==> config.mk <==
export PLATFORM = sky130hd
export DESIGN_NAME = mul_dot_acc
export DESIGN_NICKNAME = d
export VERILOG_FILES = /design/src/rtl/mul_pkg.sv /design/src/rtl/mul_tok_pipe.sv /design/src/rtl/mul_dot_acc.sv
export SDC_FILE = /design/constraint.sdc
export NUM_CORES = 1
export LEC_CHECK = 0
export ABC_AREA = 1
export CORE_AREA = 5 5 103 105
export CTS_BUF_LIST = sky130_fd_sc_hd__clkbuf_8
export CTS_CLUSTER_SIZE = 10
export DETAILED_ROUTE_END_ITERATION = 8
export DIE_AREA = 0 0 108 110
export SKIP_CTS_REPAIR_TIMING = 1
export SYNTH_ARGS = -nofsm -noshare
export SYNTH_HDL_FRONTEND = slang
export SYNTH_SLANG_ARGS = --single-unit
==> constraint.sdc <==
create_clock -name clk -period 3.5 [get_ports clk]
set_clock_uncertainty 0.15 [all_clocks]
set_input_delay 0.7 -clock clk [delete_from_list [all_inputs] [get_ports clk]]
set_output_delay 0.7 -clock clk [all_outputs]
set_load 0.03 [all_outputs]
==> src/rtl/mul_pkg.sv <==
// Shared types for the dot-product sequencer.
// Holds the FSM state encoding and the latency token layout.
package mul_pkg;

  localparam int SIZE_DEF = 4;

  typedef enum logic [1:0] {
    RUN,
    DRAIN,
    OUT
  } state_t;

  typedef struct packed {
    logic vld;
    logic last;
  } tok_t;

endpackage

==> src/rtl/mul_tok_pipe.sv <==
// Token shift line that shadows the external multiplier.
// Each stage carries {vld,last}; clr empties the whole line.
module mul_tok_pipe
  import mul_pkg::*;
#(
  parameter int DEPTH = 2
) (
  input  logic clk,
  input  logic clr,
  input  tok_t din,
  output tok_t dout
);

  tok_t line [DEPTH];

  // shift one stage per clock, synchronous clear
  always_ff @(posedge clk) begin
    if (clr) begin
      for (int i = 0; i < DEPTH; i++)
        line[i] <= '0;
    end else begin
      line[0] <= din;
      for (int i = 1; i < DEPTH; i++)
        line[i] <= line[i-1];
    end
  end

  assign dout = line[DEPTH-1];

endmodule

==> src/rtl/mul_dot_acc.sv <==
// Dot-product sequencer around an external pipelined multiplier.
// Launches pairs, accumulates returned products, emits one sum per frame.
module mul_dot_acc
  import mul_pkg::*;
#(
  parameter int SIZE    = SIZE_DEF,
  parameter int MUL_LAT = 1,
  parameter int ACC_W   = 16,
  parameter int CNT_W   = 8
) (
  input  logic              clk,
  input  logic              rst,
  input  logic              in_valid,
  output logic              in_ready,
  input  logic [SIZE-1:0]   in_a,
  input  logic [SIZE-1:0]   in_b,
  input  logic              in_last,
  output logic [SIZE-1:0]   mul_a,
  output logic [SIZE-1:0]   mul_b,
  input  logic [2*SIZE-1:0] mul_out,
  output logic              out_valid,
  input  logic              out_ready,
  output logic [ACC_W-1:0]  out_acc,
  output logic [CNT_W-1:0]  out_cnt,
  output logic              out_ovf
);

  state_t           state;
  logic [ACC_W-1:0] acc;
  logic [CNT_W-1:0] cnt;
  logic             ovf;

  logic             acpt;
  tok_t             tok_in;
  tok_t             tok_out;
  logic [ACC_W:0]   sum;
  logic             cnt_sat;
  logic [CNT_W-1:0] cnt_nx;
  logic             ovf_nx;

  assign acpt = in_valid & in_ready;

  // Stage 0 sits beside mul_a/mul_b, so the last stage lines up with mul_out.
  assign tok_in.vld  = acpt;
  assign tok_in.last = acpt & in_last;

  mul_tok_pipe #(
    .DEPTH (MUL_LAT + 1)
  ) u_tok (
    .clk  (clk),
    .clr  (rst),
    .din  (tok_in),
    .dout (tok_out)
  );

  // next accumulator, count and sticky overflow for an exiting product
  always_comb begin
    sum     = {1'b0, acc} + (ACC_W+1)'(mul_out);
    cnt_sat = &cnt;
    cnt_nx  = cnt_sat ? cnt : cnt + CNT_W'(1);
    ovf_nx  = ovf | sum[ACC_W] | cnt_sat;
  end

  // operand launch registers, zeroed on idle cycles
  always_ff @(posedge clk) begin
    if (rst) begin
      mul_a <= '0;
      mul_b <= '0;
    end else if (acpt) begin
      mul_a <= in_a;
      mul_b <= in_b;
    end else begin
      mul_a <= '0;
      mul_b <= '0;
    end
  end

  // running frame sum; the last product restarts it from zero
  always_ff @(posedge clk) begin
    if (rst) begin
      acc <= '0;
      cnt <= '0;
      ovf <= 1'b0;
    end else if (tok_out.vld) begin
      if (tok_out.last) begin
        acc <= '0;
        cnt <= '0;
        ovf <= 1'b0;
      end else begin
        acc <= sum[ACC_W-1:0];
        cnt <= cnt_nx;
        ovf <= ovf_nx;
      end
    end
  end

  // frame FSM with registered handshake and result outputs
  always_ff @(posedge clk) begin
    if (rst) begin
      state     <= RUN;
      in_ready  <= 1'b1;
      out_valid <= 1'b0;
      out_acc   <= '0;
      out_cnt   <= '0;
      out_ovf   <= 1'b0;
    end else begin
      case (state)
        RUN: begin
          if (acpt && in_last) begin
            state    <= DRAIN;
            in_ready <= 1'b0;
          end
        end
        DRAIN: begin
          if (tok_out.vld && tok_out.last) begin
            state     <= OUT;
            out_acc   <= sum[ACC_W-1:0];
            out_cnt   <= cnt_nx;
            out_ovf   <= ovf_nx;
            out_valid <= 1'b1;
          end
        end
        OUT: begin
          if (out_ready) begin
            state     <= RUN;
            out_valid <= 1'b0;
            in_ready  <= 1'b1;
          end
        end
        default: begin
          state     <= RUN;
          in_ready  <= 1'b1;
          out_valid <= 1'b0;
        end
      endcase
    end
  end

endmodule

==> summary.md, run 1 <==
| Metric | Value |
|---|---|
| DRC | 0 |
| Final hold viol count | 0 |
| Critical path arrival | 2570 ps |
| Rows | 36 |
| Post-placement setup slack | 633 ps |
| Initial Util | 0.339 |
| Post-Synth XOR/XNOR Area | 0.0271 |
| Outcome | finished clean |
| DRT iter0 DRCs | 164 |
| Post-Synth Simple-Gate Area | 0.322 |
| Cell Chain, Critical Path | clkdlybuf4s50_1 -> ha_1 -> fa_1 -> nand2_1 -> a21oi_2 -> nand2_1 -> nand2_2 -> or2_2 -> nand3_1 -> a21oi_1 |
| Flops & latches, synth | 66 |
| Routed length per placed instance | 11.2 µm |
| PnR worst setup slack | 997 ps |
| Clk root buf | clkbuf_8 |
| # clock sinks | 66 |
| Post-synthesis mux area share | 0 |
| Crit-path max FO | 5 |
| Post-synth cell types | 30 |
| IO Count | 56 |
| Leakage power | 1.95 nW |
| # H-tree levels | 3 |
| Post-Syn Nets | 510 |
| Initial antenna violation count | 0 |
| Die Span Y | 110 µm |
| Commonest non-fill, non-tap cell in the layout | nand2_1 |
| Tot Pwr | 1.72 mW |
| CTS tree | done |
| Setup TNS | 0 ps |
| Area of the multi-input gates | 0.00158 mm² |
| Worst setup SP type | input port |
| Fin nets | 567 |
| Number of port buffers | 55 |
| Drt first pass iters | 4 |
| Die span in x | 108 µm |
| CP max stage delay | 410 ps |
| First-pass GRT wire length | 12.7 mm |
| Max-cap viol count | 0 |
| Critical Path RT | 3570 ps |
| GP Congestion | 0.876 |
| Crit end category | flip-flop |
| Tcrit/Tclk final | 0.715 |
| Largest family of logic cells by synthesized area | simple AND/OR/NAND/NOR gates |
| GRT Total Usage | 0.134 |
| Max Fclk | 0.400 GHz |
| Fin util | 0.436 |
| Max VDD drop | 0.181 mV |
| Diodes inserted | 0 |
| Post-synthesis compound-gate area fraction | 0.0971 |
| Synthesized cell area | 0.00324 mm² |
| Hold Path Class | reg2reg |
| Antenna viol nets, final | 0 |
| GRT Residual Overflow | 0 |
| Most frequent cells in the layout | nand2_1, nor2_1, dfxtp_1 |
| Vias in the first global route | 2908 |
| Post-Synth Adder-Cell Area | 0.0410 |
| DIE AREA | 0.0119 mm² |
| Ys Warns | 0 |
| Area Growth Syn to Fin | 28.6% |
| Tmin final | 2500 ps |
| Clk_lat worst skew | 340 ps |
| Layout cells sized above 1 | 0.0721 |
| Clock slew at reported path FFs | 70 ps |
| DP Wirelength | 5.42 mm |
| Cell repeated most along the worst path | nand2_1 |
| Via/cell ratio | 4.43 |
| CTS max path bufs | 2 |
| Crit-path leading delay family | simple AND/OR/NAND/NOR gates |
| Register area share after synthesis | 0.408 |
| Fillers | 995 |
| Final max-slew violation count | 0 |
| Syn_area_per_cell | 6.75 µm² |
| Core area | 0.00955 mm² |
| Pwr Density | 413 mW/mm² |
| Cells after Synth | 479 |
| Slew HR | 0.644 |
| WS Path Type | in2reg |
| Worst slew pin tran | 533 ps |
| Unrepaired setup endpoints after global routing | false |
| Crit-path slowest cell | clkdlybuf4s50_1 |
| Reg area | 0.00132 mm² |
| Largest net degree at the start of global routing | 34 |
| DR vias | 2987 |
| Setup-failing EPs final | 0 |
| Num CTS Buffers | 9 |
| Total wire length | 7.52 mm |
| Buf+Inv Stages, Crit Path | 1 |
==> layer usage <==
layer  share of wire  vias to the layer above  track usage
met3           0.081                       11       0.0513
met5               0                        -            0
met1            0.48                     1304        0.163
met4           0.015                        0       0.0577
met2            0.42                       75        0.212
li1                -                     1597            -
==> layout make-up <==
class,instances,area share
multi-input combinational,331,0.379
sequential,66,0.318
timing repair buffer,60,0.141
inverter,68,0.0620
tap,133,0.0400
clock buffer,10,0.0331
clock inverter,6,0.0274
==> cell families (layout without fill, tap and decap cells) <==
family / Yosys count / in the layout
compound gates: 61 / 61
xor+xnor: 10 / 10
fa+ha+maj: 10 / 10
buf+inv: 82 / 144
flops: 66 / 66
simple gates: 250 / 250
==> state kept, by name, indices dropped and copies added, names as in the netlist <==
name and flops:
u_tok.line 4, out_valid 1, cnt 8, out_ovf 1, mul_a 4, out_cnt 8
mul_b 4, state 2, in_ready 1, acc 16, ovf 1, out_acc 16
==> Yosys cell counts <==
cell type	number	area [µm²]
nand3b_1	3	22.5
fa_1	1	20.0
ha_1	9	113
inv_4	1	6.26
inv_1	62	233
inv_2	4	15.0
nand2_1	124	465
nand2_2	2	12.5
a21o_1	2	15.0
o21ai_0	12	60.1
nand3_2	2	20.0
nor2_2	3	18.8
buf_6	3	33.8
nand4_1	2	12.5
buf_2	2	10.0
or2_1	1	6.26
buf_1	2	7.51
dfxtp_1	66	1320
clkbuf_1	6	22.5
o21ai_1	14	70.1
a21oi_1	32	160
nor3_4	1	16.3
nor3_1	5	25.0
a21oi_2	1	8.76
buf_4	1	7.51
nor2_1	79	297
or2_2	4	25.0
xor2_1	10	87.6
clkinv_1	1	3.75
nand3_1	24	120
==> tightest hold or removal path, delay by kind of cell, from the launching register on <==
family	cells	cell delay (ps)
buf+inv	1	40
simple gates	1	30
flops	1	300
==> through the flow <==
| step | std cells | hold WS (ps) | cell area (µm²) |
|---|---|---|---|
| final | 674 | 254 | 4160 |
| after global routing | 674 | 276 | 4160 |
| after CTS | 674 | 254 | 4160 |
| after detailed placement | 658 | 244 | 3910 |
| after global placement | 658 | 242 | 3910 |
| after floorplan | 479 | 238 | 3240 |
==> final timing paths <==
check,startpoint,to,slack [ps],cells after the start
worst max register to register,acc[0],acc[8],1470,9
worst min-delay path,u_tok.line[0][0],u_tok.line[0][2],250,2
worst max-delay path,mul_out[0],acc[8],1000,10
worst min register to register,u_tok.line[0][0],u_tok.line[0][2],250,2
==> power breakdown <==
part / internal (mW) / switching (mW)
combinational: 0.0567 / 0.0800
sequential: 0.763 / 0.00650
clock: 0.494 / 0.317
Power figures use the tool's default switching activity.
==> run 2, diff against run 1 <==
==> constraint.sdc (replaced) <==
create_clock -name clk -period 2.1 [get_ports clk]
set_clock_uncertainty 0.15 [all_clocks]
set_input_delay 0.42 -clock clk [delete_from_list [all_inputs] [get_ports clk]]
set_output_delay 0.42 -clock clk [all_outputs]
set_load 0.03 [all_outputs]
==> summary.md, run 2 (synthesized netlist as in run 1, its figures left out) <==
| Metric | Value |
|---|---|
| Crit-path slowest cell | clkdlybuf4s50_1 |
| # clock sinks | 66 (unchanged) |
| Clock slew at reported path FFs | 80 ps (about the same) |
| Slew HR | 0.771 (+0.126) |
| Fin util | 0.457 (+0.0215) |
| Clk root buf | clkbuf_8 |
| Routed length per placed instance | 11.3 µm (+1.1%) |
| Max Fclk | 0.500 GHz |
| Antenna viol nets, final | 0 (unchanged) |
| Leakage power | 2.03 nW (+4.3%) |
| Sw power | 700 µW (+74%) |
| Outcome | finished clean |
| Area of the multi-input gates | 0.00168 mm² (+6.7%) |
| Number of port buffers | 55 (unchanged) |
| Initial antenna violation count | 0 (unchanged) |
| Post-placement setup slack | -434 ps (-1070 ps) |
| Core area | 0.00955 mm² (unchanged) |
| Buf+Inv Stages, Crit Path | 1 (unchanged) |
| Final hold slack | 257 ps (+2.83 ps) |
| Hold-critical path depth | 2 (unchanged) |
| Crit-path max FO | 2 (-3) |
| Max VDD drop | 0.337 mV (+87%) |
| Clk_lat worst skew | 350 ps (about the same) |
| # H-tree levels | 3 (unchanged) |
| Critical Path RT | 1530 ps (-2040 ps) |
| Num CTS Buffers | 9 (unchanged) |
| Tcrit/Tclk final | 0.952 |
| IO Count | 56 (unchanged) |
| DIE AREA | 0.0119 mm² (unchanged) |
| Post-route insts no fill | 689 (+2.2%) |
| Area Growth Syn to Fin | 34.9% |
| DRT iter0 DRCs | 122 (-26%) |
| Diodes inserted | 0 (unchanged) |
| Reg2Reg Depth | 12 (+3) |
| Levels on crit path | 1 (-9) |
| CP max stage delay | 700 ps (+290 ps) |
| Flop pwr share | 0.463 (+0.015) |
| Commonest non-fill, non-tap cell in the layout | nand2_1 |
| Placed instance area | 0.00403 mm² (+3.0%) |
| Die span in x | 108 µm (unchanged) |
| DRC | 0 (unchanged) |
| Cells after DPL | 672 (+2.1%) |
| Largest net degree at the start of global routing | 47 (+38%) |
| First-pass GRT wire length | 13.1 mm (+3.7%) |
| Critical path arrival | 1430 ps (-1140 ps) |
| Die Span Y | 110 µm (unchanged) |
| Total wire length | 7.78 mm (+3.3%) |
| Vias in the first global route | 2888 (-0.69%) |
| Drt first pass iters | 4 (unchanged) |
| Worst setup SP type | flip-flop |
| GP Congestion | 0.853 (-2.7%) |
| Final max-slew violation count | 0 (unchanged) |
| Rows | 36 (unchanged) |
| Tmin final | 2000 ps |
| DR vias | 3067 (+2.7%) |
| GRT Total Usage | 0.138 (+0.00390) |
| Design Area, Final | 0.00437 mm² (+4.9%) |
| Regs by FF count | acc (16), out_acc (16) |
| DP Wirelength | 5.49 mm (+1.2%) |
| Clock Power Share | 0.440 (-0.032) |
| Crit-path leading delay family | buffers and inverters |
| Max-cap viol count | 0 (unchanged) |
| Pwr Density | 635 mW/mm² (+54%) |
| CTS max path bufs | 2 (unchanged) |
| Final hold viol count | 0 (unchanged) |
| Pint | 2.07 mW (+58%) |
| CTS tree | done |
| Layout cells sized above 1 | 0.133 (+0.0610) |
| Crit end category | output port |
| Setup-failing EPs final | 0 (unchanged) |
| Fin nets | 582 (+2.6%) |
| PnR worst setup slack | 101 ps (-896 ps) |
| Via/cell ratio | 4.45 (+0.44%) |
| Tot Pwr | 2.77 mW (+61%) |
| Setup TNS | 0 ps (unchanged) |
| Comb power frac | 0.097 (+0.017) |
| Net Sw Frac | 0.253 (+0.0176) |
| Reg area | 0.00132 mm² (unchanged) |
| Most frequent cells in the layout | nand2_1, nor2_1, dfxtp_1 |
| Fillers | 1004 (+0.90%) |
| Hold Path Class | reg2reg |
| Initial Util | 0.339 (unchanged) |
| GRT Residual Overflow | 0 (unchanged) |
| WS Path Type | reg2out |
| Worst slew pin tran | 343 ps (-190 ps) |
| Cell Chain, Critical Path | clkdlybuf4s50_1 |
## run 2: changes by cell type in the layout (fill, tap and decap cells not counted), moves of 2 or more
cell / previous run / this run
buf_4: 5 / 19
nand2_1: 124 / 116
nand2_2: 2 / 9
ha_1: 9 / 5
ha_4: 0 / 3
nand3_1: 24 / 21
nand3_2: 2 / 5
a21oi_1: 32 / 30
a21oi_2: 1 / 3
inv_6: 0 / 2
xor2_1: 10 / 8
xor2_2: 0 / 2
## run 2: routing by layer
metal	vias up	share of wire	track usage
li1	1625	-	-
met1	1360	0.48	0.172
met2	70	0.43	0.217
met3	12	0.074	0.0483
met4	0	0.018	0.0577
met5	-	0	0
## run 2: final cells by class
class | count | share of cell area
inverters | 68 | 0.0590
repair buffers | 75 | 0.164
flip-flops and latches | 66 | 0.303
clock buffers | 9 | 0.0284
well taps | 133 | 0.0381
clock inverters | 7 | 0.0229
multi-input cells | 331 | 0.385
## run 2: worst paths after layout
path	startpoint	end	slack, ps
worst max-delay path	out_acc[10]	out_acc[10]	100
worst min-delay path	u_tok.line[0][0]	u_tok.line[0][2]	260
worst max register to register	acc[0]	out_acc[14]	160
worst min register to register	u_tok.line[0][0]	u_tok.line[0][2]	260
## run 2: power groups by stage
stage	sequential, mW	clock [mW]	combinational, mW
after CTS	1.28	1.25	0.253
final	1.28	1.22	0.268
after detailed placement	1.31	0	0.251
after global placement	1.31	0	0.249
after global routing	1.29	1.31	0.299
after floorplan	1.33	0	0.121
